## config.mk

```make
export PLATFORM = sky130hd
export DESIGN_NAME = serial_adder_sub_flat
export DESIGN_NICKNAME = d
export VERILOG_FILES = /design/src/rtl/serial_adder_sub_if.sv /design/src/rtl/serial_adder_sub.sv /design/src/flat_wrapper.sv
export SDC_FILE = /design/constraint.sdc
export NUM_CORES = 1
export LEC_CHECK = 0
export CAP_MARGIN = 20
export CORE_MARGIN = 2
export CORE_UTILIZATION = 38
export DETAILED_ROUTE_END_ITERATION = 10
export GPL_ROUTABILITY_DRIVEN = 0
export PLACE_DENSITY = 0.64
export SYNTH_ARGS = -nofsm -noshare
export SYNTH_HDL_FRONTEND = slang
export SYNTH_SLANG_ARGS = --single-unit
```

## constraint.sdc

```tcl
create_clock -name clk -period 2 [get_ports clk]
set_input_delay 0.3 -clock clk [delete_from_list [all_inputs] [get_ports clk]]
set_output_delay 0.3 -clock clk [all_outputs]
set_load 0.005 [all_outputs]
```

## src/rtl/serial_adder_sub_if.sv

```systemverilog
// Start/busy/done handshake and operand/result bundle
// for the bit-serial adder/subtractor.
interface serial_adder_sub_if #(
    parameter int WIDTH = 8
);
    logic             start;
    logic             sub;
    logic             cin;
    logic [WIDTH-1:0] a;
    logic [WIDTH-1:0] b;
    logic [WIDTH-1:0] sum;
    logic             cout;
    logic             ovf;
    logic             busy;
    logic             done;

    modport master (
        output start, sub, a, b, cin,
        input  sum, cout, ovf, busy, done
    );

    modport slave (
        input  start, sub, a, b, cin,
        output sum, cout, ovf, busy, done
    );
endinterface

```

## src/rtl/serial_adder_sub.sv

```systemverilog
// Bit-serial adder/subtractor: one full-adder cell and a
// carry FF reused over WIDTH cycles, LSB first.
module serial_adder_sub #(
    parameter int WIDTH = 8
) (
    input logic          clk,
    input logic          rst_n,
    serial_adder_sub_if.slave bus
);

    localparam int CW = (WIDTH > 1) ? $clog2(WIDTH) : 1;

    typedef enum logic [1:0] {
        IDLE,
        RUN,
        DONE
    } state_t;

    state_t state;
    state_t state_nx;

    logic [WIDTH-1:0] a_sr;
    logic [WIDTH-1:0] b_sr;
    logic [WIDTH-1:0] r_sr;
    logic [WIDTH-1:0] r_nx;
    logic [WIDTH-1:0] sum_q;
    logic [CW-1:0]    cnt;
    logic             carry;
    logic             cmsb;
    logic             cout_q;
    logic             fa_s;
    logic             fa_c;
    logic             last;
    logic             load;

    // The single full-adder cell
    always_comb begin
        fa_s = a_sr[0] ^ b_sr[0] ^ carry;
        fa_c = (a_sr[0] & b_sr[0])
             | (carry & (a_sr[0] ^ b_sr[0]));
        last = (cnt == CW'(WIDTH - 1));
        r_nx = r_sr >> 1;
        r_nx[WIDTH-1] = fa_s;
    end

    always_ff @(posedge clk or negedge rst_n) begin
        if (!rst_n) begin
            state <= IDLE;
        end else begin
            state <= state_nx;
        end
    end

    always_comb begin
        state_nx = state;
        load     = 1'b0;
        unique case (state)
            IDLE: begin
                if (bus.start) begin
                    load     = 1'b1;
                    state_nx = RUN;
                end
            end
            RUN: begin
                if (last) begin
                    state_nx = DONE;
                end
            end
            DONE: begin
                if (bus.start) begin
                    load     = 1'b1;
                    state_nx = RUN;
                end else begin
                    state_nx = IDLE;
                end
            end
            default: state_nx = IDLE;
        endcase
    end

    always_ff @(posedge clk or negedge rst_n) begin
        if (!rst_n) begin
            a_sr   <= '0;
            b_sr   <= '0;
            r_sr   <= '0;
            sum_q  <= '0;
            cnt    <= '0;
            carry  <= 1'b0;
            cmsb   <= 1'b0;
            cout_q <= 1'b0;
        end else if (load) begin
            a_sr  <= bus.a;
            b_sr  <= bus.sub ? ~bus.b : bus.b;
            carry <= bus.sub ? 1'b1 : bus.cin;
            r_sr  <= '0;
            cnt   <= '0;
        end else if (state == RUN) begin
            a_sr  <= a_sr >> 1;
            b_sr  <= b_sr >> 1;
            r_sr  <= r_nx;
            carry <= fa_c;
            cnt   <= cnt + CW'(1);
            // carry still holds the carry into the MSB here
            if (last) begin
                sum_q  <= r_nx;
                cout_q <= fa_c;
                cmsb   <= carry;
            end
        end
    end

    assign bus.sum  = sum_q;
    assign bus.cout = cout_q;
    assign bus.ovf  = cmsb ^ cout_q;
    assign bus.busy = (state == RUN);
    assign bus.done = (state == DONE);

endmodule

```

## src/flat_wrapper.sv

```systemverilog
// flat-port wrapper written by rule: the top's interface ports become plain ports
module serial_adder_sub_flat 
#(
    parameter int WIDTH = 8
)
  (clk, rst_n, bus_start, bus_sub, bus_a, bus_b, bus_cin, bus_sum, bus_cout, bus_ovf, bus_busy, bus_done);
  serial_adder_sub_if #(.WIDTH(WIDTH)) bus_i ();
  input logic clk;
  input logic rst_n;
  input wire logic [$bits(bus_i.start)-1:0] bus_start;
  input wire logic [$bits(bus_i.sub)-1:0] bus_sub;
  input wire logic [$bits(bus_i.a)-1:0] bus_a;
  input wire logic [$bits(bus_i.b)-1:0] bus_b;
  input wire logic [$bits(bus_i.cin)-1:0] bus_cin;
  output wire logic [$bits(bus_i.sum)-1:0] bus_sum;
  output wire logic [$bits(bus_i.cout)-1:0] bus_cout;
  output wire logic [$bits(bus_i.ovf)-1:0] bus_ovf;
  output wire logic [$bits(bus_i.busy)-1:0] bus_busy;
  output wire logic [$bits(bus_i.done)-1:0] bus_done;
  assign bus_i.start = bus_start;
  assign bus_i.sub = bus_sub;
  assign bus_i.a = bus_a;
  assign bus_i.b = bus_b;
  assign bus_i.cin = bus_cin;
  assign bus_sum = bus_i.sum;
  assign bus_cout = bus_i.cout;
  assign bus_ovf = bus_i.ovf;
  assign bus_busy = bus_i.busy;
  assign bus_done = bus_i.done;
  serial_adder_sub #(.WIDTH(WIDTH)) u_core (.clk(clk), .rst_n(rst_n), .bus(bus_i));
endmodule
```

# == Word level (Yosys, flattened, before mapping) ==
# Index checks and enable logic that the tools add are counted.
# Widths: inputs -> output; s select.
# classes
add_sub_neg,1
eq_ne,5
muxes,18
bitwise,8
n_reduce_logical,5
# op_table
cell,n
$mux 8,7
$not 8->8,1
$mux 1,6
$mux 3,2
$pmux 2 s3,1
$mux 2,2
$add 3x1->3 const B,1
$eq 3x3->1 const B,1
$reduce_and 3->1,1
$xor 1x1->1,3
$and 1x1->1,2
$eq 2x1->1 const B,1
$eq 2x2->1 const B,1
$logic_not 2->1,1
$ne 2x1->1 const B,1
$ne 2x2->1 const B,1
$reduce_and 2->1,1
$reduce_bool 2->1,1
$reduce_or 2->1,1
$not 1->1,1
$or 1x1->1,1
# totals
register_bits,40
input_bits,21
output_inout_bits,12
word_cells,46

# == Longest topological paths before layout ==
# Gate-level depths: netlist of run 1.
# depth
word_depth,5
ltp_mapped,5
ltp_nobuf,4

# == Least setup slack after synthesis of run 1 ==
# No wires, ideal clock.
# synth_path
kind,reg2reg
start,register u_core.cnt[0]
end,register u_core.cout_q (netlist: u_core.bus.cout)
setup_time_ps,125
arrival_time_ps,1288
slack_ps,587
path_stages_with_launch,6
period_less_slack_ps,1413
path_cell_list,dfrtp_1 ha_1 ha_1 nand2_1 buf_6 mux2_4
# synth_between
elab_chain_len,2
# synth_lines
item,line,rtl
from (decl),serial_adder_sub.sv:27,logic [CW-1:0] cnt;
from (signal assigned),serial_adder_sub.sv:102,cnt <= cnt + CW'(1);
$eq 3x3->1,serial_adder_sub.sv:41,last = (cnt == CW'(WIDTH - 1));
$reduce_and 3->1 (no line),--,
to (signal assigned),serial_adder_sub.sv:90,cout_q <= 1'b0;
to (signal assigned),serial_adder_sub.sv:106,cout_q <= fa_c;
to (decl),serial_adder_sub.sv:30,logic cout_q;
# Every way passes these cells.
# A chain may end at the register's enable or synchronous reset.

# == Worst setup path in the final report of run 1 ==
# layout_path
start,register u_core.state[1]
end,output bus_busy
# layout_between
elab_chain_len,1
# layout_lines
item,line,rtl
from (decl),serial_adder_sub.sv:19,state_t state;
from (signal assigned),serial_adder_sub.sv:50,state <= state_nx;
$eq 2x1->1,serial_adder_sub.sv:115,assign bus.busy = (state == RUN);
to (decl),flat_wrapper.sv:18,output wire logic [$bits(bus_i.busy)-1:0] bus_busy;
# Every way passes these cells.

==> results of run 1 <==
## how the worst max path moves through the flow
stage                    startpoint         endpoint  cells past startpoint
detailed placement        bus_start   u_core.a_sr[2]                      5
floorplan             u_core.cnt[0]  u_core.bus.cout                      5
CTS                 u_core.state[1]         bus_busy                      3
global placement          bus_start   u_core.a_sr[7]                      5
finish              u_core.state[1]         bus_busy                      3
global route        u_core.state[1]         bus_busy                      3
## metal layers
metal | up-vias | wire (um) | global-route usage
met3 | 6 | 158 | 0.0328
li1 | 526 | - | -
met1 | 536 | 1430 | 0.178
met4 | 0 | 51 | 0.0629
met5 | - | 0 | 0
met2 | 32 | 1400 | 0.202
## critical path, stage by stage, from the launching register on
cell and delay (ns):
dfrtp_1 0.38, and2b_1 0.25, buf_12 0.19, clkdlybuf4s50_1 0.52
## stage by stage
step           worst slack, ns  total power (uW)  TNS (ns)
2_1_floorplan            0.587              2270         0
3_3_place_gp            -0.210              2710     -2.33
3_5_place_dp            -0.223              2760     -2.23
4_1_cts                0.00480              3300         0
5_1_grt                0.00860              3530         0
6_report                0.0732              3300         0
## power by group
part	switching, uW	internal [uW]
Clock	279	242
Combinational	536	869
Sequential	230	1150
## layout make-up
type / count / area share
multi-input combinational: 77 / 0.304
tap: 52 / 0.0298
clock inverter: 3 / 0.00917
clock buffer: 5 / 0.0315
sequential: 39 / 0.447
timing repair buffer: 37 / 0.175
inverter: 2 / 0.00344
## registers in the layout, indices dropped and copies added (netlist names)
register and cells:
u_core.a_sr 8, u_core.bus.cout 1, u_core.carry 1, u_core.bus.sum 8
u_core.cnt 3, u_core.cmsb 1, u_core.state 2, u_core.r_sr 7
u_core.b_sr 8
## cell usage after synthesis
library cell / count
buf_1: 1
dfrtp_1: 39
nand2_1: 6
ha_1: 2
nor2_1: 7
nor2b_1: 2
xor2_1: 5
mux2_4: 9
a221o_1: 5
and2b_1: 1
xnor2_1: 4
mux2_1: 1
a22o_1: 16
o21ai_1: 6
buf_2: 5
buf_4: 2
a21o_1: 5
buf_6: 1
mux2i_1: 5
inv_2: 2
fa_1: 1
mux2_2: 1
nand2b_1: 1
## timing repair
action | 4_1_cts | 5_1_grt
hold buffers | 0 | 0
resized for setup | 1 | 2
setup endpoints to repair | 1 | 1
## logic make-up (layout without fill, tap and decap cells)
kind of cell               count (synthesis)  after routing  synth area share
DFF                                       39             39             0.573
AOI/OAI and AO/OA                         32             32             0.151
and+or+nand+nor                           17             17            0.0441
muxes                                     16             16             0.122
buffers and inverters                     11             47            0.0367
xor gates and xnor gates                   9              9            0.0463
adders and majority gates                  3              3            0.0264
==> metrics.txt, run 1 <==
vias in the first global route 1077; CP required 1.70 ns; 1st-iter DRT viols 52; ratio of cells with drive above 1 in the final layout 0.160; site row count 24; Die Y 70.9 um; Clock Pin Slew Worst Setup and Hold Paths 0.08 ns; Final Critical Period 1.93 ns; initial antenna violation count 0; clk_skew roughly 0.0073 ns; # port buffers 32; GR Overflow Total 0; Num CTS Buffers 5; share of the synthesized area in the top cell type 0.573; Die Area 5030 um^2; worst r2r path cells 5; post-CTS setup buffer count 0; Worst Setup Start Kind register; H-tree depth 2; RSZ-0062 raised after global routing false; #FFs+latches synth 39; Initial Util 0.394; Synth Warn # 0; routed vias/inst between 5 and 6; final hold vios 0; Max Fclk just over 500 MHz; Max Buffers Root-to-Sink 2; Tightest Hold Check Type input port to async pin; most frequent cells in the layout dfrtp_1, clkdlybuf4s50_1, a22o_1; pin count of the biggest net entering global routing 40; Die Wd 70.9 um; Slew headroom 0.441; cells after synthesis 127; area taken by multi-input logic gates between 600 and 700 um^2; Diodes inserted 0; vias after detailed routing 1100; core footprint 4320 um^2; CTS sink cnt 39; Leakage 0.00104 uW; synth unique cells 23; post-route ant nets 0; cell area power density between 1500 and 2000 nW/um^2; crit path kind register to output port; IO Count 33; Post-route DRC 0; Synth area leader dfrtp_1; R2R Setup Slk 0.38 ns; post-synthesis sequential area ratio 0.573; VDD IR max 0.000562 V; Worst R2R Start u_core.state[1]; fill cell count 402; DRT Wirelength 3040 um; Worst Max-Slew Pin Slew 0.839 ns; Worst Path Arrival 1.63 ns; Final #Nets 186; placed cell area between 2000 and 2500 um^2; clock latency on the worst-skew pair 0.29 ns; max-slew violation count 0; root buffer cell clkbuf_8; post-layout util 0.505; mean post-synth cell area about 13 um^2; global-route wire length before repair between 5000 and 6000 um; status finished clean; Seq. cell area 976 um^2; top cells by area, synth dfrtp_1, a22o_1, mux2_4; max cap viols 0; final setup fails 0; Post-Syn Area between 1500 and 2000 um^2; Critical Path End Type output port; Avg WL per Cell roughly 14 um; crit share post-route 0.963; fin cells 215; Layout area overhead 28.2%; RR Endpoint u_core.bus.sum[5]; syn nets 151; commonest non-fill, non-tap cell in the layout dfrtp_1; cell total after placement 206; worst-path fanout max 28; Finished Cell Area about 2200 um^2; drt first pass iters 4; Hold Slack 0.108 ns; TritonCTS clock tree done; all-layer global routing usage 0.133; hpwl dp 2160 um
Power figures use the tool's default switching activity.
==> inputs of run 2 (changes only) <==
--- a/config.mk
+++ b/config.mk
@@ -7,10 +7,10 @@
 export LEC_CHECK = 0
 export CAP_MARGIN = 20
 export CORE_MARGIN = 2
-export CORE_UTILIZATION = 38
+export CORE_UTILIZATION = 51
 export DETAILED_ROUTE_END_ITERATION = 10
 export GPL_ROUTABILITY_DRIVEN = 0
-export PLACE_DENSITY = 0.64
+export PLACE_DENSITY = 0.81
 export SYNTH_ARGS = -nofsm -noshare
 export SYNTH_HDL_FRONTEND = slang
 export SYNTH_SLANG_ARGS = --single-unit
==> run 2 against run 1 <==
Net effect: register-to-register slack got worse by 0.03 ns; final cell count shrank 3.3%; sequential share of layout area up 0.99 points; global-route usage increased by 6.5 points; largest power group is now registers; via count rose by 1.7%; sequential power hardly changed; sequential cell count unchanged; largest cell class unchanged; wire length barely moved.
==> metrics.txt, run 2 (synthesis results as in run 1) <==
crit share post-route 0.862; vias after detailed routing between 1000 and 1500; ratio of cells with drive above 1 in the final layout 0.165; max cap viols 0; DRT Wirelength 3040 um; pin count of the biggest net entering global routing 40; H-tree depth 2; Max Fclk 580 MHz; GR Overflow Total 0; Leakage 0.00104 uW; post-layout util 0.688; worst-path fanout max 3; CP cell instances xor2_1, clkdlybuf4s50_1; CP required 1.70 ns; fin cells roughly 210; slowest stage delay, CP 0.52 ns; Layout area overhead 25.4%; fill cell count 272; routed vias/inst 5.38; commonest non-fill, non-tap cell in the layout dfrtp_1; IO Count 33; Final Critical Period 1.72 ns; drt first pass iters 4; CTS hold repair buffers 0; Initial Util 0.549; Clock Pin Slew Worst Setup and Hold Paths between 0.1 and 0.15 ns; Buf/Inv on CP 1; cell total after placement 200; VDD IR max 0.000680 V; Die Wd 61.8 um; all-layer global routing usage 0.197; Worst Max-Slew Pin Slew about 0.82 ns; clock latency on the worst-skew pair 0.34 ns; initial antenna violation count 0; CTS sink cnt 39; Critical Path End Type output port; final hold vios 0; Setup TNS Final 0 ns; Critical Path Slowest Stage Cell clkdlybuf4s50_1; post-route ant nets 0; TritonCTS clock tree done; Die Area 3820 um^2; Post-route DRC 0; Worst Setup Start Kind register; Avg WL per Cell 14.6 um; crit path kind register to output port; Worst Path Arrival 1.42 ns; # port buffers 32; root buffer cell clkbuf_4; cell area power density around 1500 nW/um^2; clk_skew between 0.003 and 0.004 ns; Final #Nets 187; global-route wire length before repair 5280 um; core footprint roughly 3100 um^2; Die Y just over 60 um; Max Buffers Root-to-Sink 2; RSZ-0062 raised after global routing false; Slew headroom 0.450; Diodes inserted 0; most frequent cells in the layout dfrtp_1, clkdlybuf4s50_1, a22o_1; Num CTS Buffers 5; final setup fails 0; max-slew violation count 0; delay-heaviest family, CP buffers and inverters; post-CTS setup buffer count 0; site row count 20; hpwl dp 2200 um; 1st-iter DRT viols 43; status finished clean; Tightest Hold Check Type input port to async pin; vias in the first global route about 1200
-- run 2: changes by cell type in the layout (fill, tap and decap cells not counted), sizes merged --
cell / before / now
buf: 6 / 7
clkbuf: 5 / 8
clkdlybuf4s50: 31 / 30
clkinvlp: 2 / 0
clkinv: 1 / 0
dlymetal6s2s: 0 / 1
-- run 2: what timing repair did --
item	4_1_cts	5_1_grt
gates resized for setup	0	2
endpoints found under the hold margin	0	0
endpoints found under the setup margin	0	1
-- run 2: worst register-to-register path, stage by stage, from the launching register on --
cell and delay [ns]:
dfrtp_1 0.42, and2b_2 0.23, nor2_1 0.50, buf_4 0.30, a22o_1 0.14
-- run 2: per-stage QoR --
| step | hold slack [ns] | cell area (um^2) | setup slack (ns) | power (uW) |
|---|---|---|---|---|
| after floorplan | 0.00441 | 1700 | 0.587 | 2270 |
| after global placement | 0.433 | 2060 | 0.174 | 2710 |
| after detailed placement | 0.450 | 2060 | 0.122 | 2790 |
| after CTS | 0.0626 | 2130 | 0.0234 | 3250 |
| after global routing | 0.0982 | 2140 | 0.206 | 3470 |
| final | 0.0372 | 2140 | 0.276 | 3210 |
-- run 2: power by group --
part / internal (uW) / switching [uW]
sequential: 1150 / 236
clock: 207 / 243
combinational: 839 / 539
-- run 2: cell type report --
| cell class | count | area [um^2] | area share |
|---|---|---|---|
| repair buffers | 38 | 363 | 0.170 |
| flip-flops and latches | 39 | 976 | 0.457 |
| inverters | 2 | 7.51 | 0.00351 |
| well taps | 44 | 55.1 | 0.0258 |
| clock buffers | 8 | 68.8 | 0.0322 |
| multi-input cells | 77 | 666 | 0.312 |
-- run 2: final timing paths --
| kind | slack (ns) | cells past startpoint | endpoint | start |
|---|---|---|---|---|
| max | 0.28 | 2 | bus_ovf | u_core.bus.cout |
| min | 0.04 | 1 | u_core.bus.sum[4] | rst_n |
| max reg2reg | 0.35 | 4 | u_core.a_sr[7] | u_core.state[0] |
| min reg2reg | 0.49 | 1 | u_core.a_sr[4] | u_core.a_sr[4] |
| max in group asynchronous | 1.45 | 1 | u_core.a_sr[0] | rst_n |
| min in group clk | 0.49 | 1 | u_core.a_sr[4] | u_core.a_sr[4] |
-- run 2: layer usage --
metal	vias to the layer above	part of all wire	track usage
met5	-	0	0
met4	0	0.017	0.0912
met3	7	0.050	0.0497
met2	28	0.54	0.353
met1	562	0.40	0.219
li1	522	-	-
==> inputs of run 3 (changes only) <==
--- a/config.mk
+++ b/config.mk
@@ -7,10 +7,10 @@
 export LEC_CHECK = 0
 export CAP_MARGIN = 20
 export CORE_MARGIN = 2
-export CORE_UTILIZATION = 51
+export CORE_UTILIZATION = 45
 export DETAILED_ROUTE_END_ITERATION = 10
 export GPL_ROUTABILITY_DRIVEN = 0
-export PLACE_DENSITY = 0.81
+export PLACE_DENSITY = 0.73
 export SYNTH_ARGS = -nofsm -noshare
 export SYNTH_HDL_FRONTEND = slang
 export SYNTH_SLANG_ARGS = --single-unit
==> run 3 against run 2 <==
Net effect: non-clock buffer count down 1; sequential cell count unchanged; largest cell class unchanged; utilization down 10 points; clock power up 12%; combinational power about the same; largest power group unchanged; clock skew up 0.00057 ns.
==> metrics.txt, run 3 (synthesis results as in run 1) <==
Max Buffers Root-to-Sink 2; global-route wire length before repair 5260 um; ratio of cells with drive above 1 in the final layout 0.147; crit path kind register to output port; commonest non-fill, non-tap cell in the layout dfrtp_1; routed vias/inst 5.16; clock latency on the worst-skew pair between 0.2 and 0.3 ns; Die Wd 65.5 um; vias after detailed routing 1089; final hold vios 0; post-route ant nets 0; max cap viols 0; Setup TNS Final 0 ns; core footprint 3660 um^2; Tightest Hold Check Type input port to async pin; initial antenna violation count 0; Worst Max-Slew Pin Slew about 0.85 ns; TritonCTS clock tree done; post-CTS setup buffer count 0; Avg WL per Cell around 15 um; CTS sink cnt 39; Slew headroom 0.436; CP required ~1.7 ns; pin count of the biggest net entering global routing 40; all-layer global routing usage 0.167; vias in the first global route 1129; root buffer cell clkbuf_8; Post-route DRC 0; Layout area overhead 25.8%; 1st-iter DRT viols 51; worst-path fanout max 4; RSZ-0062 raised after global routing false; Initial Util 0.465; total design power 3260 uW; cell area power density 1520 nW/um^2; Die Area 4290 um^2; cell total after placement about 200; status finished clean; max-slew violation count 0; Worst Setup Start Kind register; VDD IR max 0.000643 V; Diodes inserted 0; clk_skew 0.00457 ns; GR Overflow Total 0; Die Y 65.5 um; PostCTS Resize Cnt 0; H-tree depth 2; Critical Path End Type output port; Final Critical Period 1.75 ns; worst r2r path cells 4; R2R Setup Slk ~0.35 ns; Final #Nets 186; crit share post-route 0.873; CTS hold repair buffers 0; drt first pass iters 4; most frequent cells in the layout dfrtp_1, clkdlybuf4s50_1, a22o_1; fin cells 211; # port buffers 32; Worst Path Arrival ~1.5 ns; DRT Wirelength a little over 3000 um; fill cell count 312; final setup fails 0; Max Fclk approximately 570 MHz; IO Count 33; Clock Pin Slew Worst Setup and Hold Paths 0.07 ns; site row count 22; post-layout util 0.585; Num CTS Buffers 5; hpwl dp ~2200 um; Leakage 0.00103 uW
[run 3: cell types whose count changed in the layout (fill, tap and decap cells not counted)]
cell             change
dlymetal6s2s_1       -1
clkbuf_8             +3
clkdlybuf4s50_1      +1
clkbuf_1             +1
buf_4                -1
clkbuf_4             -5
and2b_1              +1
clkinv_2             +1
and2b_2              -1
[run 3: worst max-delay path, cell delays in order, from the launching register on]
cell and delay [ns]:
dfrtp_1 0.37, and2b_1 0.26, clkdlybuf4s50_1 0.53
[run 3: layout make-up]
cell class	instances	area [um^2]	area share
well taps	48	60.1	0.0280
flip-flops and latches	39	976	0.456
inverters	2	7.51	0.00350
repair buffers	37	353	0.165
clock inverters	1	5.00	0.00234
clock buffers	7	76.3	0.0356
multi-input cells	77	664	0.310
[run 3: metal layers]
layer,part of all wire,track usage
met5,0,0
met2,0.49,0.273
met1,0.45,0.203
met4,0.013,0.0547
met3,0.051,0.0634
[run 3: final timing paths]
kind / startpoint / to
worst min register to register: u_core.a_sr[4] / u_core.a_sr[4]
worst max-delay path: u_core.state[1] / bus_busy
worst min-delay path: rst_n / u_core.bus.sum[4]
max in group asynchronous: rst_n / u_core.a_sr[4]
min in group clk: u_core.a_sr[4] / u_core.a_sr[4]
worst max register to register: u_core.state[0] / u_core.r_sr[5]
[run 3: through the flow]
stage	cell area, um^2	hold WS, ns	worst slack, ns
6_report	2140	0.111	0.254
3_5_place_dp	2060	0.455	0.101
3_3_place_gp	2060	0.434	0.177
5_1_grt	2140	0.188	0.170
4_1_cts	2140	0.144	0.232
2_1_floorplan	1700	0.00441	0.587
[run 3: where the power goes]
| group | switching [uW] | internal (uW) | leakage, uW | total, uW |
|---|---|---|---|---|
| clock | 259 | 245 | 0.0000422 | 503 |
| combinational | 539 | 828 | 0.000497 | 1370 |
| sequential | 237 | 1150 | 0.000492 | 1390 |
| total | 1030 | 2220 | 0.00103 | 3260 |
